--- src/rtl/riscv_bus_arbiter.sv ---
// Arbitrates one memory slave port between instruction fetch and data access.
// One outstanding transaction; data has priority unless fetch has lost STARVE_LIMIT times in a row.
module riscv_bus_arbiter #(
    parameter int STARVE_LIMIT = 4,
    parameter int AW           = 32,
    parameter int DW           = 32
) (
    input  logic            clk,
    input  logic            rst_n,
    input  logic            i_instr_req,
    input  logic [AW-1:0]   i_instr_addr,
    output logic            o_instr_gnt,
    output logic            o_instr_rvalid,
    output logic [DW-1:0]   o_instr_rdata,
    input  logic            i_data_req,
    input  logic            i_data_we,
    input  logic [DW/8-1:0] i_data_be,
    input  logic [AW-1:0]   i_data_addr,
    input  logic [DW-1:0]   i_data_wdata,
    output logic            o_data_gnt,
    output logic            o_data_rvalid,
    output logic [DW-1:0]   o_data_rdata,
    output logic            o_s_req,
    output logic            o_s_we,
    output logic [DW/8-1:0] o_s_be,
    output logic [AW-1:0]   o_s_addr,
    output logic [DW-1:0]   o_s_wdata,
    input  logic            i_s_gnt,
    input  logic            i_s_rvalid,
    input  logic [DW-1:0]   i_s_rdata,
    output logic            o_owner,
    output logic            o_busy
);
    localparam int BW = DW / 8;
    localparam logic [3:0] LIMIT = 4'(STARVE_LIMIT);

    typedef enum logic [1:0] {IDLE, REQ, RESP} state_t;

    state_t          state;
    logic            owner;
    logic [3:0]      starve_cnt;
    logic            lat_we;
    logic [BW-1:0]   lat_be;
    logic [AW-1:0]   lat_addr;
    logic [DW-1:0]   lat_wdata;

    logic            any_req;
    logic            data_wins;
    logic            win_we;
    logic [BW-1:0]   win_be;
    logic [AW-1:0]   win_addr;
    logic [DW-1:0]   win_wdata;

    // Data wins unless fetch is pending and has already lost LIMIT times.
    assign any_req   = i_instr_req | i_data_req;
    assign data_wins = i_data_req & ((starve_cnt < LIMIT) | ~i_instr_req);
    assign win_we    = data_wins ? i_data_we    : 1'b0;
    assign win_be    = data_wins ? i_data_be    : {BW{1'b1}};
    assign win_addr  = data_wins ? i_data_addr  : i_instr_addr;
    assign win_wdata = data_wins ? i_data_wdata : '0;

    assign o_owner = owner;
    assign o_busy  = (state != IDLE);

    always_comb begin
        o_s_req        = 1'b0;
        o_s_we         = 1'b0;
        o_s_be         = '0;
        o_s_addr       = '0;
        o_s_wdata      = '0;
        o_instr_gnt    = 1'b0;
        o_data_gnt     = 1'b0;
        o_instr_rvalid = 1'b0;
        o_instr_rdata  = '0;
        o_data_rvalid  = 1'b0;
        o_data_rdata   = '0;
        case (state)
            IDLE: begin
                if (any_req) begin
                    o_s_req     = 1'b1;
                    o_s_we      = win_we;
                    o_s_be      = win_be;
                    o_s_addr    = win_addr;
                    o_s_wdata   = win_wdata;
                    o_data_gnt  = i_s_gnt & data_wins;
                    o_instr_gnt = i_s_gnt & ~data_wins;
                end
            end
            REQ: begin
                // Slave sees the fields captured at arbitration, even if the master drops req.
                o_s_req     = 1'b1;
                o_s_we      = lat_we;
                o_s_be      = lat_be;
                o_s_addr    = lat_addr;
                o_s_wdata   = lat_wdata;
                o_data_gnt  = i_s_gnt & owner;
                o_instr_gnt = i_s_gnt & ~owner;
            end
            RESP: begin
                if (i_s_rvalid) begin
                    if (owner) begin
                        o_data_rvalid = 1'b1;
                        o_data_rdata  = i_s_rdata;
                    end else begin
                        o_instr_rvalid = 1'b1;
                        o_instr_rdata  = i_s_rdata;
                    end
                end
            end
            default: ;
        endcase
    end

    always_ff @(posedge clk or negedge rst_n) begin
        if (!rst_n) begin
            state      <= IDLE;
            owner      <= 1'b0;
            starve_cnt <= '0;
            lat_we     <= 1'b0;
            lat_be     <= '0;
            lat_addr   <= '0;
            lat_wdata  <= '0;
        end else begin
            case (state)
                IDLE: begin
                    if (any_req) begin
                        owner     <= data_wins;
                        lat_we    <= win_we;
                        lat_be    <= win_be;
                        lat_addr  <= win_addr;
                        lat_wdata <= win_wdata;
                        state     <= i_s_gnt ? RESP : REQ;
                        if (data_wins && i_instr_req && (starve_cnt < LIMIT))
                            starve_cnt <= starve_cnt + 4'd1;
                        else if (!data_wins && i_s_gnt)
                            starve_cnt <= '0;
                    end
                end
                REQ: begin
                    if (i_s_gnt) begin
                        state <= RESP;
                        if (!owner) starve_cnt <= '0;
                    end
                end
                RESP: begin
                    if (i_s_rvalid) state <= IDLE;
                end
                default: state <= IDLE;
            endcase
        end
    end
endmodule

--- config.mk ---
export PLATFORM = sky130hd
export DESIGN_NAME = riscv_bus_arbiter
export DESIGN_NICKNAME = d
export VERILOG_FILES = /design/src/rtl/riscv_bus_arbiter.sv
export SDC_FILE = /design/constraint.sdc
export NUM_CORES = 1
export LEC_CHECK = 0
export BUFFER_PORTS_ARGS = -buffer_cell sky130_fd_sc_hd__buf_2
export CAP_MARGIN = 20
export CORE_ASPECT_RATIO = 0.6
export CORE_MARGIN = 2
export CORE_UTILIZATION = 25
export CTS_CLUSTER_SIZE = 24
export DETAILED_ROUTE_END_ITERATION = 10
export PLACE_DENSITY = 0.54
export SLEW_MARGIN = 0
export SYNTH_ARGS = -nofsm -noshare
export SYNTH_HDL_FRONTEND = slang
export SYNTH_SLANG_ARGS = --single-unit
--- constraint.sdc ---
create_clock -name clk -period 1.95 [get_ports clk]
set_input_delay 0.39 -clock clk [delete_from_list [all_inputs] [get_ports clk]]
set_output_delay 0.39 -clock clk [all_outputs]
set_load 0.005 [all_outputs]
==> impl_results.md, run 1 <==
- YS warnings: 0
- Worst-case reg-to-reg path depth: 9
- CTS Buf Count: 9
- Final nets: 1,080
- Buffers on Ports: 278
- CP max stage delay: 0.47 ns
- Relative slew margins: 68.30%
- Area Growth Syn to Fin: 84.41%
- Final Power: 8.424 mW
- Register area share after synthesis: 36.45%
- Final wirelength: 22,810 um
- Share of layout cells above drive strength 1: 62.54%
- Worst setup margin: -0.2255 ns
- Async SR Flop Fraction: 100.0%
- Mapped Area: 0.005218 mm2
- Setup slack at placement: -0.02873 ns
- Worst Path Max Fanout: 5
- Total track usage: 17.51%
- HP Class: primary input to async pin
- Die X: 190.5 um
- Cell taking the most area after synthesis: dfrtp_1
- WS Path Type: flop to primary output
- Die outline height: 115.9 um
- Starting density of the core: 25.80%
- DR DRC count: 0
- Crit path time final: 2.175 ns
- Pin count of the biggest net entering global routing: 46
- Period utilisation layout: 111.6%
- Status: finished, violations left
- Final ANT Viol Nets: 0
- Synth Register Bits: 76
- Leak Pwr: 5.041 nW
- Final core occ: 47.59%
- Cells after Synth: 576
- Commonest cells after routing, fill and taps aside: buf_2, buf_6, buf_4
- RSZ-0062 raised after global routing: yes
- CP arrival: 1.79 ns
- Setup violations, final: 138
- WL/cell: 18.73 um
- Peak VDD IR: 0.0003992 V
- Die Footprint: 0.02208 mm2
- Top_reg_cell synth: dfrtp_1
- TritonCTS clock tree: done
- DR iter-0 viols: 301
- CP Capture Type: primary output
- Clock-pin slew on the worst setup and hold paths: 0.06 ns
- GPL Wtd Cong: 0.8435
- Max Cap Viol: 0
- Start of the worst register-to-register path: state[1]$_DFFE_PN0P_
- Slowest library cell on the worst path: dfrtp_2
- RR Endpoint: lat_wdata[3]$_DFFE_PN0P_
- # diodes: 0
- First-pass GRT wire length: 30,110 um
- Clock Tree Buf Depth: 2
- Fmax: 459.7 MHz
- Sink Count: 76
- Via/cell ratio: 4.869
- R2R Setup Slk: 0.09 ns
- Vias in the first global route: 5,557
- Row count: 40
- Yosys top cell area share: 36.45%
- Setup Skew: 0.006843 ns
- Crit path launch type: flop
- Synth area leaders: dfrtp_1, a22o_1, and2_1
- Worst Max-Slew Pin Slew: 0.4756 ns
- Distinct cell type count after synthesis: 33
- Final Hold Fails: 0
- Critical-path cell list: buf_6 > or3b_4 > a32oi_2 > nor2_2 > buf_2
- Final setup TNS: -22.57 ns
- # hold bufs at CTS: 0
- Synthesized net count: 716
- Clock Tree Root: clkbuf_16
- Most common cell after layout, fill and taps aside: buf_2
- Post-synth EDFFs: 0
- Dpl hpwl: 14,280 um
- IO Pins: 279
- Area of the core: 0.02022 mm2
- Final Max Slew Viols: 0
- Clk_lat worst skew: 0.33 ns
- DR pass1 iterations: 5
- Via count: 5,931
- Htree depth: 3
- Pwr Density: 875.5 mW/mm2
- Failing checks: setup timing
- Min Hold Slack: 0.01293 ns
- Total gr overflow: 0
- Initial antenna violation count: 0
- Required @ worst endpoint: 1.56 ns
- Synthesized area per cell: 9.058 um2
-- where the power goes --
| group | internal, mW | switching [mW] | leakage (nW) | total [mW] |
|---|---|---|---|---|
| Combinational | 2.24 | 1.84 | 3.94 | 4.07 |
| Clock | 1.16 | 0.696 | 0.162 | 1.85 |
| Sequential | 2.10 | 0.397 | 0.936 | 2.50 |
| Total | 5.49 | 2.93 | 5.04 | 8.42 |
-- worst max path at each step --
stage	from	slack (ns)	to	cells after the start
3_3_place_gp	i_data_req	-0.02	o_s_addr[1]	6
2_1_floorplan	state[1]$_DFFE_PN0P_	0.14	o_s_wdata[0]	7
5_1_grt	state[0]$_DFFE_PN0P_	-0.31	o_s_addr[10]	7
6_report	starve_cnt[2]$_DFFE_PN0P_	-0.23	o_instr_gnt	5
4_1_cts	starve_cnt[2]$_DFFE_PN0P_	-0.24	o_instr_gnt	5
3_5_place_dp	i_instr_req	-0.03	o_s_addr[0]	6
-- stage by stage --
stage	instances	area [um2]
6_report	1218	9622
5_1_grt	1218	9622
4_1_cts	1167	8114
3_5_place_dp	1135	7398
3_3_place_gp	1135	7398
2_1_floorplan	576	5218
-- cells by family (layout without fill, tap and decap cells) --
logic type / after synthesis / after routing / share of synthesized area [%]
compound gates: 184 / 184 / 28.13
fa+ha+maj: 1 / 1 / 0.2398
buf+inv: 98 / 467 / 7.914
flops: 76 / 76 / 36.45
mux: 37 / 37 / 7.194
simple gates: 180 / 180 / 20.07
-- area by class of cell --
class	instances	area, um2
Multi-Input combinational cell	402	3518
Clock buffer	10	239.0
Timing Repair Buffer	413	3386
Tap cell	273	341.6
Clock inverter	6	87.58
Sequential cell	76	1907
Fill cell	1937	10600
Inverter	38	142.6
-- registers in the layout, summed over array words and instances, names as in the netlist --
register / cells
starve_cnt: 4
state: 2
lat_addr: 32
lat_we: 1
lat_wdata: 32
o_owner: 1
lat_be: 4
-- what timing repair did --
action / CTS / global route
gates cloned: 2 / 21
setup endpoints to repair: 136 / 137
buffers inserted: 16 / 31
pin swaps: 11 / 117
resized for setup: 61 / 246
-- worst max-delay path, delay by kind of cell, from the launching register on --
family          cells  cell delay (ns)
compound gates      1             0.23
buf+inv             2             0.29
flops               1             0.47
simple gates        2             0.46
-- synth_stat cells, drive strengths merged, types with 2 or more instances --
library cell and count:
nor3 4, nor3b 2, a22o 70, a32o 2
o211a 32, mux2i 33, a21o 2, dfrtp 76
nand3b 5, buf 28, a211oi 32, mux2 4
and2 97, nand2b 2, nor2b 33, o21a 2
nand2 33, nor2 3, inv 38, a21oi 2
clkbuf 32, o21ai 36
-- per-layer routing --
layer	share of wire, %	track usage (%)
met3	7.6	4.422
met2	46	27.83
met4	1.1	3.979
met5	0	0
met1	45	24.04
No activity file was read; power rests on OpenSTA's default activity.
==> run 2, diff against run 1 <==
--- a/config.mk
+++ b/config.mk
@@ -12,7 +12,8 @@
 export CORE_UTILIZATION = 25
 export CTS_CLUSTER_SIZE = 24
 export DETAILED_ROUTE_END_ITERATION = 10
-export PLACE_DENSITY = 0.54
+export PLACE_DENSITY = 0.49
+export RECOVER_POWER = 25
 export SLEW_MARGIN = 0
 export SYNTH_ARGS = -nofsm -noshare
 export SYNTH_HDL_FRONTEND = slang
==> impl_results.md, run 2 (same netlist as run 1, synthesis figures left out) <==
- Final Max Slew Viols: 0 (unchanged)
- Initial antenna violation count: 0 (unchanged)
- Max Cap Viol: 0 (unchanged)
- Die Footprint: 0.02208 mm2 (unchanged)
- Sw frac: 35.59% (+0.82 points)
- Pwr Density: 853.1 mW/mm2 (-2.6%)
- Setup violations, final: 136 (-1.4%)
- Failing checks: setup timing
- Crit path launch type: flop
- Leak Pwr: 4.695 nW (-6.9%)
- WS Path Type: flop to primary output
- Area Growth Syn to Fin: 73.26%
- First-pass GRT wire length: 30,330 um (+0.71%)
- Slowest library cell on the worst path: dfrtp_2
- Most common cell after layout, fill and taps aside: buf_2
- Buffers on Ports: 278 (unchanged)
- Fill cells: 1,965 (+1.4%)
- Via/cell ratio: 4.789 (-1.7%)
- Int Power: 4.967 mW (-9.6%)
- Die X: 190.5 um (unchanged)
- Setup Skew: 0.01237 ns (+0.005523 ns)
- Pin count of the biggest net entering global routing: 47 (+2.2%)
- Area of the multi-input gates: 0.003328 mm2 (-5.4%)
- Crit path time final: 2.193 ns (+0.01706 ns)
- Min Hold Slack: 0.2321 ns (+0.2192 ns)
- GPL Wtd Cong: 0.7891 (-6.4%)
- Final non-filler cell area: 0.009040 mm2 (-6.0%)
- Combinational power share: 47.3% (-1.0 points)
- HP Class: primary input to flop
- Final wirelength: 21,360 um (-6.4%)
- Largest registers: lat_addr (32), lat_wdata (32)
- CP Capture Type: primary output
- Area after DPL: 0.007328 mm2 (-0.95%)
- Peak VDD IR: 0.0004092 V (+2.5%)
- Final Hold Fails: 0 (unchanged)
- Share of layout cells above drive strength 1: 55.65% (-6.9 points)
- Final Power: 7.712 mW (-8.4%)
- CP arrival: 1.80 ns (about the same)
- # diodes: 0 (unchanged)
- Clk_lat worst skew: 0.35 ns (+0.02 ns)
- Status: finished, violations left
- Final core occ: 44.71% (-2.9 points)
- Commonest cells after routing, fill and taps aside: buf_2, buf_6, dfrtp_1
- DR DRC count: 0 (unchanged)
- Relative slew margins: 53.54% (-15 points)
- CTS Buf Count: 9 (unchanged)
- Row count: 40 (unchanged)
- Required @ worst endpoint: 1.56 ns (about the same)
- DR iter-0 viols: 297 (-1.3%)
- Worst Max-Slew Pin Slew: 0.6969 ns (+0.2213 ns)
- Final nets: 1,046 (-3.1%)
- Dpl hpwl: 14,560 um (+2.0%)
- Clock share of power: 21.4% (-0.6 points)
- Setup slack at placement: 0.009481 ns (+0.03821 ns)
- Vias in the first global route: 5,443 (-2.1%)
- Starting density of the core: 25.80% (unchanged)
- Worst path top cell family by delay: compound AO/OA/AOI/OAI gates
- Period utilisation layout: 112.4% (+0.87 points)
- Seq pwr share: 31.3% (+1.6 points)
- Final ANT Viol Nets: 0 (unchanged)
- RSZ-0062 raised after global routing: yes
- Via count: 5,670 (-4.4%)
- Worst Path Max Fanout: 7 (+2)
- Htree depth: 3 (unchanged)
- WL/cell: 18.04 um (-3.7%)
- IO Pins: 279 (unchanged)
- Fmax: 456.1 MHz (-0.78%)
- Register Area: 0.001907 mm2 (unchanged)
- Clock-pin slew on the worst setup and hold paths: 0.07 ns (about the same)
- Worst path bufs/invs: 3 (+1)
- DR pass1 iterations: 5 (unchanged)
- Total track usage: 17.87% (+0.35 points)
- TritonCTS clock tree: done
- Critical-path cell list: o21ai_4 > buf_6 > clkbuf_16 > a211oi_4 > o21ai_1 > buf_2
- Sw Pwr: 2.745 mW (-6.3%)
- Clock Tree Root: clkbuf_16
- Worst setup margin: -0.2425 ns (-0.01706 ns)
- Area of the core: 0.02022 mm2 (unchanged)
- Total gr overflow: 0 (unchanged)
- CP max stage delay: 0.48 ns (about the same)
- Sink Count: 76 (unchanged)
- Clock Tree Buf Depth: 2 (unchanged)
- Die outline height: 115.9 um (unchanged)
## run 2: cell count changes in the layout (fill, tap and decap cells not counted), sizes merged
cell	before	now
buf	401	372
bufinv	2	0
clkbuf	21	14
clkinv	4	1
clkinvlp	0	2
dlygate4sd3	0	1
inv	38	42
## run 2: path summary, 6_finish.rpt
| path | start | end | slack (ns) | cells after the start |
|---|---|---|---|---|
| worst max-delay path | starve_cnt[3]$_DFFE_PN0P_ | o_s_addr[29] | -0.24 | 6 |
| worst min-delay path | i_s_rvalid | state[1]$_DFFE_PN0P_ | 0.23 | 2 |
| worst max register to register | starve_cnt[3]$_DFFE_PN0P_ | lat_wdata[17]$_DFFE_PN0P_ | 0.19 | 6 |
| worst min register to register | lat_wdata[28]$_DFFE_PN0P_ | lat_wdata[28]$_DFFE_PN0P_ | 0.50 | 1 |
| max in group asynchronous | rst_n | state[0]$_DFFE_PN0P_ | 0.53 | 3 |
| min in group asynchronous | rst_n | lat_wdata[11]$_DFFE_PN0P_ | 0.39 | 2 |
## run 2: what timing repair did
| action | CTS | global route |
|---|---|---|
| hold buffers | 1 | 0 |
| setup endpoints to repair | 137 | 137 |
| gates cloned | 9 | 5 |
| gates resized for setup | 125 | 93 |
| setup buffers | 20 | 10 |
| pin swaps | 29 | 61 |
| hold endpoints to repair | 2 | 0 |
## run 2: per-layer routing
| layer | up-vias | global-route usage, % | part of all wire (%) |
|---|---|---|---|
| met5 | - | 0 | 0 |
| met4 | 0 | 6.512 | 2.0 |
| met3 | 22 | 4.694 | 6.9 |
| met2 | 195 | 28.65 | 46 |
| met1 | 2754 | 23.33 | 45 |
| li1 | 2699 | - | - |
## run 2: cell type report
cell class                      count  share of cell area (%)
Clock buffer                        9                   2.491
Clock inverter                      7                  0.7059
Inverter                           38                   1.578
Multi-Input combinational cell    402                   36.82
Sequential cell                    76                   21.09
Tap cell                          273                   3.779
Timing Repair Buffer              379                   33.54
## run 2: power groups by stage
stage	sequential [mW]	clock (mW)	combinational, mW
global route	2.48	1.78	3.96
finish	2.42	1.65	3.65
floorplan	2.33	0	1.59
detailed placement	2.42	0	2.87
global placement	2.43	0	2.85
CTS	2.42	1.70	3.37
## run 2: stage by stage
stage / TNS (ns) / std cells
final: -23.53 / 1184
after floorplan: 0 / 576
after detailed placement: 0 / 1124
after global placement: -0.004687 / 1124
after global routing: -35.34 / 1184
after CTS: -21.14 / 1170
